**src/rtl/mc_main_ctrl.sv**
```systemverilog
// Main control FSM for the multicycle MIPS datapath: Moore decode of a 4-bit state
// with memory-handshake stretching and an optional wait timeout. Optional addi support: MC_MAIN_CTRL_ADDI_EN.
module mc_main_ctrl #(
    parameter int unsigned WAIT_LIMIT = 0,
    parameter int unsigned CNT_W      = 8
) (
    input  logic       clk,
    input  logic       reset,
    input  logic [5:0] op,
    input  logic       mem_ready,
    output logic [1:0] ALUOp,
    output logic       ALUSrcA,
    output logic [1:0] ALUSrcB,
    output logic [1:0] PCSrc,
    output logic       PCWrite,
    output logic       Branch,
    output logic       IorD,
    output logic       MemRead,
    output logic       MemWrite,
    output logic       IRWrite,
    output logic       MemtoReg,
    output logic       RegDst,
    output logic       RegWrite,
    output logic [3:0] state,
    output logic       instr_done,
    output logic       illegal_op,
    output logic       mem_timeout
);

    typedef enum logic [3:0] {
        S_FETCH  = 4'd0,
        S_DECODE = 4'd1,
        S_MEMADR = 4'd2,
        S_MEMRD  = 4'd3,
        S_MEMWB  = 4'd4,
        S_MEMWR  = 4'd5,
        S_EXEC   = 4'd6,
        S_ALUWB  = 4'd7,
        S_BRANCH = 4'd8,
        S_JUMP   = 4'd9,
        S_ADDIEX = 4'd10,
        S_ADDIWB = 4'd11
    } state_t;

    localparam logic [5:0] OP_R    = 6'b000000;
    localparam logic [5:0] OP_LW   = 6'b100011;
    localparam logic [5:0] OP_SW   = 6'b101011;
    localparam logic [5:0] OP_BEQ  = 6'b000100;
    localparam logic [5:0] OP_J    = 6'b000010;
    localparam logic [5:0] OP_ADDI = 6'b001000;

    localparam logic [CNT_W-1:0] LIMIT = CNT_W'(WAIT_LIMIT);

    state_t           state_q, state_d;
    logic [CNT_W-1:0] wcnt_q, wcnt_d;
    logic             wait_st, stall, timeout;

    assign wait_st = (state_q == S_FETCH) || (state_q == S_MEMRD) || (state_q == S_MEMWR);
    assign stall   = wait_st && !mem_ready;
    // a completing handshake always beats the timeout
    assign timeout = stall && (WAIT_LIMIT != 0) && (wcnt_q == LIMIT);
    assign state   = state_q;

    always_comb begin
        state_d     = S_FETCH;
        ALUOp       = 2'b00;
        ALUSrcA     = 1'b0;
        ALUSrcB     = 2'b00;
        PCSrc       = 2'b00;
        PCWrite     = 1'b0;
        Branch      = 1'b0;
        IorD        = 1'b0;
        MemRead     = 1'b0;
        MemWrite    = 1'b0;
        IRWrite     = 1'b0;
        MemtoReg    = 1'b0;
        RegDst      = 1'b0;
        RegWrite    = 1'b0;
        instr_done  = 1'b0;
        illegal_op  = 1'b0;
        mem_timeout = 1'b0;

        case (state_q)
            S_FETCH: begin
                MemRead = 1'b1;
                ALUSrcB = 2'b01;
                IRWrite = mem_ready;
                PCWrite = mem_ready;
                state_d = mem_ready ? S_DECODE : S_FETCH;
            end
            S_DECODE: begin
                ALUSrcB = 2'b11;
                case (op)
                    OP_LW, OP_SW: state_d = S_MEMADR;
                    OP_R:         state_d = S_EXEC;
                    OP_BEQ:       state_d = S_BRANCH;
                    OP_J:         state_d = S_JUMP;
`ifdef MC_MAIN_CTRL_ADDI_EN
                    OP_ADDI:      state_d = S_ADDIEX;
`endif
                    default: begin
                        illegal_op = 1'b1;
                        instr_done = 1'b1;
                        state_d    = S_FETCH;
                    end
                endcase
            end
            S_MEMADR: begin
                ALUSrcA = 1'b1;
                ALUSrcB = 2'b10;
                state_d = (op == OP_SW) ? S_MEMWR : S_MEMRD;
            end
            S_MEMRD: begin
                MemRead = 1'b1;
                IorD    = 1'b1;
                state_d = mem_ready ? S_MEMWB : S_MEMRD;
            end
            S_MEMWB: begin
                MemtoReg   = 1'b1;
                RegWrite   = 1'b1;
                instr_done = 1'b1;
            end
            S_MEMWR: begin
                MemWrite   = 1'b1;
                IorD       = 1'b1;
                instr_done = mem_ready;
                state_d    = mem_ready ? S_FETCH : S_MEMWR;
            end
            S_EXEC: begin
                ALUSrcA = 1'b1;
                ALUOp   = 2'b10;
                state_d = S_ALUWB;
            end
            S_ALUWB: begin
                RegDst     = 1'b1;
                RegWrite   = 1'b1;
                instr_done = 1'b1;
            end
            S_BRANCH: begin
                ALUSrcA    = 1'b1;
                ALUOp      = 2'b01;
                PCSrc      = 2'b01;
                Branch     = 1'b1;
                instr_done = 1'b1;
            end
            S_JUMP: begin
                PCSrc      = 2'b10;
                PCWrite    = 1'b1;
                instr_done = 1'b1;
            end
`ifdef MC_MAIN_CTRL_ADDI_EN
            S_ADDIEX: begin
                ALUSrcA = 1'b1;
                ALUSrcB = 2'b10;
                state_d = S_ADDIWB;
            end
            S_ADDIWB: begin
                RegWrite   = 1'b1;
                instr_done = 1'b1;
            end
`endif
            default: state_d = S_FETCH;
        endcase

        if (timeout) begin
            mem_timeout = 1'b1;
            IRWrite     = 1'b0;
            PCWrite     = 1'b0;
            instr_done  = 1'b0;
            state_d     = S_FETCH;
        end

        if (reset) begin
            PCWrite     = 1'b0;
            IRWrite     = 1'b0;
            RegWrite    = 1'b0;
            MemWrite    = 1'b0;
            MemRead     = 1'b0;
            instr_done  = 1'b0;
            illegal_op  = 1'b0;
            mem_timeout = 1'b0;
        end
    end

    // timeout returns FETCH to FETCH, so it needs its own counter clear
    always_comb begin
        wcnt_d = wcnt_q;
        if (state_d != state_q || timeout)
            wcnt_d = '0;
        else if (stall && wcnt_q != {CNT_W{1'b1}})
            wcnt_d = wcnt_q + 1'b1;
    end

    always_ff @(posedge clk) begin
        if (reset) begin
            state_q <= S_FETCH;
            wcnt_q  <= '0;
        end else begin
            state_q <= state_d;
            wcnt_q  <= wcnt_d;
        end
    end

endmodule

```
**config.mk**
```make
export PLATFORM = sky130hd
export DESIGN_NAME = mc_main_ctrl
export DESIGN_NICKNAME = d
export VERILOG_FILES = /design/src/rtl/mc_main_ctrl.sv
export SDC_FILE = /design/constraint.sdc
export NUM_CORES = 1
export LEC_CHECK = 0
export BUFFER_PORTS_ARGS = -buffer_cell sky130_fd_sc_hd__buf_2
export CORE_UTILIZATION = 47
export CTS_CLUSTER_DIAMETER = 40
export DETAILED_ROUTE_END_ITERATION = 6
export GPL_ROUTABILITY_DRIVEN = 0
export PLACE_DENSITY = 0.9
export SLEW_MARGIN = 20
export SYNTH_ARGS = -nofsm -noshare
export SYNTH_HDL_FRONTEND = slang
export SYNTH_SLANG_ARGS = --single-unit
```
**constraint.sdc**
```tcl
create_clock -name clk -period 2 [get_ports clk]
set_input_delay 0.3 -clock clk [delete_from_list [all_inputs] [get_ports clk]]
set_output_delay 0.3 -clock clk [all_outputs]
set_load 0.005 [all_outputs]
```
After elaboration in Yosys (flattened, before gate mapping)
Index checks and enable logic that the tools add are counted.

Eq/ne operators: 13. Muxes and demuxes: 29. Reductions and logical operators: 9.

Operators with widths (count): $pmux W4 S6 (1); $mux W1 (19); $eq A4 B3 Y1 const B (4); $pmux W4 S4 (1); $eq A6 B6 Y1 const B (2); $mux W3 (3); $eq A4 B2 Y1 const B (2); $eq A4 B4 Y1 const B (2); $pmux W2 S2 (2); $reduce_or A2 Y1 (4); $eq A6 B2 Y1 const B (1); $eq A6 B3 Y1 const B (1); $logic_not A6 Y1 (1); $pmux W2 S3 (1); $reduce_or A5 Y1 (1); $eq A4 B1 Y1 const B (1); $logic_not A4 Y1 (1); $reduce_or A4 Y1 (1); $pmux W1 S3 (1); $reduce_or A3 Y1 (1); $pmux W1 S2 (1).

Register bits after elaboration: 4. Input bits: 9. Logic and storage cells: 52.

Logic depth before layout (Yosys ltp)
Word-level depth: 5. Mapped depth: 5. Mapped depth without buffers: 4.

Least setup slack after synthesis
No wires, ideal clock.

Path kind: register to output. Start: register state_q[1], in the netlist state[1]. End: output ALUOp[0]. Arrival time: 1141 ps. Required time: 1700 ps. Setup slack: 559 ps. Stages on the path, launching flop included: 5. Cell sequence: dfxtp_1 > buf_4 > buf_2 > nor3_1 > buf_4.

Longest elaborated chain between the ends: 2. Elaborated cells on any way between the ends: 3. Those cells by class: eq/ne: 2; mux: 1.

RTL lines: start, declared (RTL line 54) `state_t state_q, state_d;`; start signal, assigned (RTL line 199) `state_q <= state_d;`; $eq A4 B4 Y1 or $eq A4 B3 Y1 (tied branches) (RTL line 83) `case (state_q)`; $pmux W2 S2 * (RTL line 83); end, declared (RTL line 11) `output logic [1:0] ALUOp,`.

Every way passes the cells marked *; elsewhere a longest branch is shown, timed or not.

Final worst setup path
Start: register state_q[0], in the netlist state[0]. End: output instr_done.

Longest elaborated chain between the ends: 4. Elaborated cells on any way between the ends: 9. Those cells by class: eq/ne: 6; mux: 2; reduce/logical: 1.

RTL lines: $eq A4 B4 Y1 or $eq A4 B3 Y1 (tied branches) (RTL line 83); $reduce_or A4 Y1 (no source line); $pmux W1 S3 * (RTL line 83); $mux W1 * (RTL line 173) `if (reset) begin`; end, declared (RTL line 25) `output logic instr_done,`.

Marks and branches as above.

==> run_results.csv <==
group,metric,value,unit
sta,max_freq,549.5,MHz
route,drcViolationCount,0,
logic_synthesis,synth.distinct_cells,41,
power,leakage,0.3661,nW
sta,fin_hold_ws,0.3121,ns
sta,period_share,0.9099,
floorplanning,core-area,1171,sq um
power,switching_share,0.2993,
clock_tree,cts.sinks,4,
run_status,status,"finished clean",
floorplanning,initial_utilization,0.5288,
clock_tree,worstSkewPairLatency,0.23,ns
floorplanning,die_h,38.30,microns
worst_setup_path,cp-start-kind,"flip-flop",
grt,grt_antenna_before_repair,0,
clock_tree,clock-root-buffer,"clkbuf_4",
route,avgRoutedWirePerCell,12.89,microns
route,drtIter0Drc,18,
worst_hold_path,hold_path.class,"input pin to flip-flop",
logic_synthesis,syn-cell-area,619.3,sq um
grt,grt_pass1_wl,2394,microns
grt,grt_use_total,0.2275,
clock_tree,clk_path_buf_depth,2,
finish,layout-drive-gt1-share,0.4537,
clock_tree,htreeDepth,1,
clock_tree,cts_setup_buffers,0,
clock_tree,cts_hold_buffers,0,
route,first_pass_iters,4,
power,power.internal,0.0001819,W
finish,num_antenna_cells,0,
worst_setup_path,arrival,1.52,ns
power,pwr-share-comb,0.297,
place,hpwl,1196,microns
sta,tns,0,ns
sta,hold_viol,0,
power,power_density,340.6,nW/um^2
power,p_switching,0.00007768,W
logic_synthesis,seq_area_frac_synth,0.1293,
worst_setup_path,path_class,"flip-flop to output port",
clock_tree,cts_resized,0,
logic_synthesis,syn_nets,89,
route,vias_per_cell,5.754,
power,clock_power_share,0.380,
sta,rsz0062_at_grt,"no",
logic_synthesis,synth-edff-count,0,
sta,fin_crit,1.820,ns
logic_synthesis,avgSynthCellArea,7.742,sq um
clock_tree,tritoncts,"done",
floorplanning,rows,12,
grt,grt-ovfl-total,0,
route,ant_nets,0,
finish,fin_nets,119,
finish,fillerInstances,109,
floorplanning,die_area,1467,sq um
worst_setup_path,crit_fanout,16,
grt,grt_pass1_vias,549,
sta,setup_viol,0,
floorplanning,pin_count,32,
floorplanning,die_w,38.30,microns
finish,area_growth,23.03,%
logic_synthesis,ys_warn_count,0,
clock_tree,clk_pin_slew_worst_paths,0.04,ns
sta,skew,0.004316,ns
route,wl,1573,microns
clock_tree,numCtsBuffers,3,
logic_synthesis,syn-instance-count,80,
grt,grt_start_max_net_pins,17,
worst_setup_path,crit_required,1.70,ns
sta,slew_violations,0,
power,peakVddDrop,0.4189,mV
finish,regArea,81.33,sq um
route,num_vias,702,
place,io_buffers,30,
logic_synthesis,synthArstFlopShare,0,
worst_setup_path,endpoint_kind,"output port",
finish,largest_reg_flops,4,
finish,multi_input_area,452.9,sq um
power,p_seq_frac,0.323,
logic_synthesis,synth_flop_cell,"dfxtp_1",
logic_synthesis,ys_seq_elements,4,
flow_run,drv_cap,0,
==> placed cells by master (no fill, tap or decap), types with 2 or more instances in the layout <==
cell and n:
a21oi_1 5, nor4_1 2, xnor2_1 2, and3_1 2, buf_4 4, inv_1 2
buf_2 30, nand2b_1 2, xor2_1 2, dfxtp_1 3, nor3b_1 2, clkbuf_4 3
nor2_1 9, nand3_1 2, o21ai_0 2, nand2_1 3, nor3_1 9
==> final timing paths <==
| check | start | cells past startpoint | end | slack (ns) |
|---|---|---|---|---|
| worst max-delay path | state[0] | 6 | instr_done | 0.18 |
| worst min-delay path | op[4] | 2 | state[3] | 0.31 |
| worst max register to register | state[1] | 5 | state[0] | 0.42 |
| worst min register to register | state[0] | 2 | state[2] | 0.60 |
==> power groups by stage <==
stage	logic, W	registers, W	clock network, W
after global placement	0.0000743	0.0000850	0
final	0.0000771	0.0000839	0.0000985
after floorplan	0.0000509	0.0000848	0
after detailed placement	0.0000764	0.0000851	0
after global routing	0.0000841	0.0000839	0.000110
after CTS	0.0000767	0.0000838	0.000101
==> layer usage <==
layer | GRT usage | share of wire
met5 | 0 | 0
met4 | 0 | 0
met3 | 0.03488 | 0.054
met2 | 0.3983 | 0.48
met1 | 0.3085 | 0.46
==> cell usage after synthesis, types with 2 or more instances <==
| master | n | area, sq um |
|---|---|---|
| nor2_1 | 9 | 33.78 |
| nor3_1 | 9 | 45.04 |
| a21oi_1 | 5 | 25.02 |
| buf_4 | 5 | 37.54 |
| dfxtp_1 | 4 | 80.08 |
| nand2_1 | 3 | 11.26 |
| and3_1 | 2 | 12.51 |
| buf_2 | 2 | 10.01 |
| inv_1 | 2 | 7.510 |
| nand2b_1 | 2 | 12.51 |
| nand3_1 | 2 | 10.01 |
| nor3b_1 | 2 | 15.01 |
| nor4_1 | 2 | 12.51 |
| o21ai_0 | 2 | 10.01 |
| xnor2_1 | 2 | 17.52 |
| xor2_1 | 2 | 17.52 |
==> area by class of cell <==
type | count | area share
clock buffer | 3 | 0.02956
inverter | 2 | 0.009852
multi-input combinational | 65 | 0.5944
sequential | 4 | 0.1067
tap | 14 | 0.02299
timing repair buffer | 34 | 0.2365
==> through the flow <==
step	instance area, sq um	utilization	std cells	worst slack [ns]	power (W)
2_1_floorplan	619.3	-	80	0.5591	0.0001357
3_3_place_gp	738.2	0.6303	119	0.3251	0.0001592
3_5_place_dp	738.2	0.6303	119	0.3123	0.0001614
4_1_cts	760.7	0.6496	122	0.06599	0.0002620
5_1_grt	762.0	0.6506	122	0.07379	0.0002782
6_report	762.0	0.6506	122	0.1801	0.0002595
==> critical path, cell delays in order (launching register included) <==
cell and delay, ns:
dfxtp_1 0.36, buf_4 0.26, nand2_4 0.06, a221oi_2 0.23, o21a_1 0.15, o31a_1 0.12, buf_2 0.10
==> cells by family (layout without fill, tap and decap cells) <==
group | count (synthesis) | after routing | synth area share
other cells | 1 | 1 | 0.006055
simple gates | 41 | 41 | 0.4404
flops | 4 | 4 | 0.1293
compound gates | 19 | 19 | 0.2283
xor+xnor | 4 | 4 | 0.05658
buf+inv | 11 | 39 | 0.1394
Note: power is estimated with default switching activity, not from simulation.
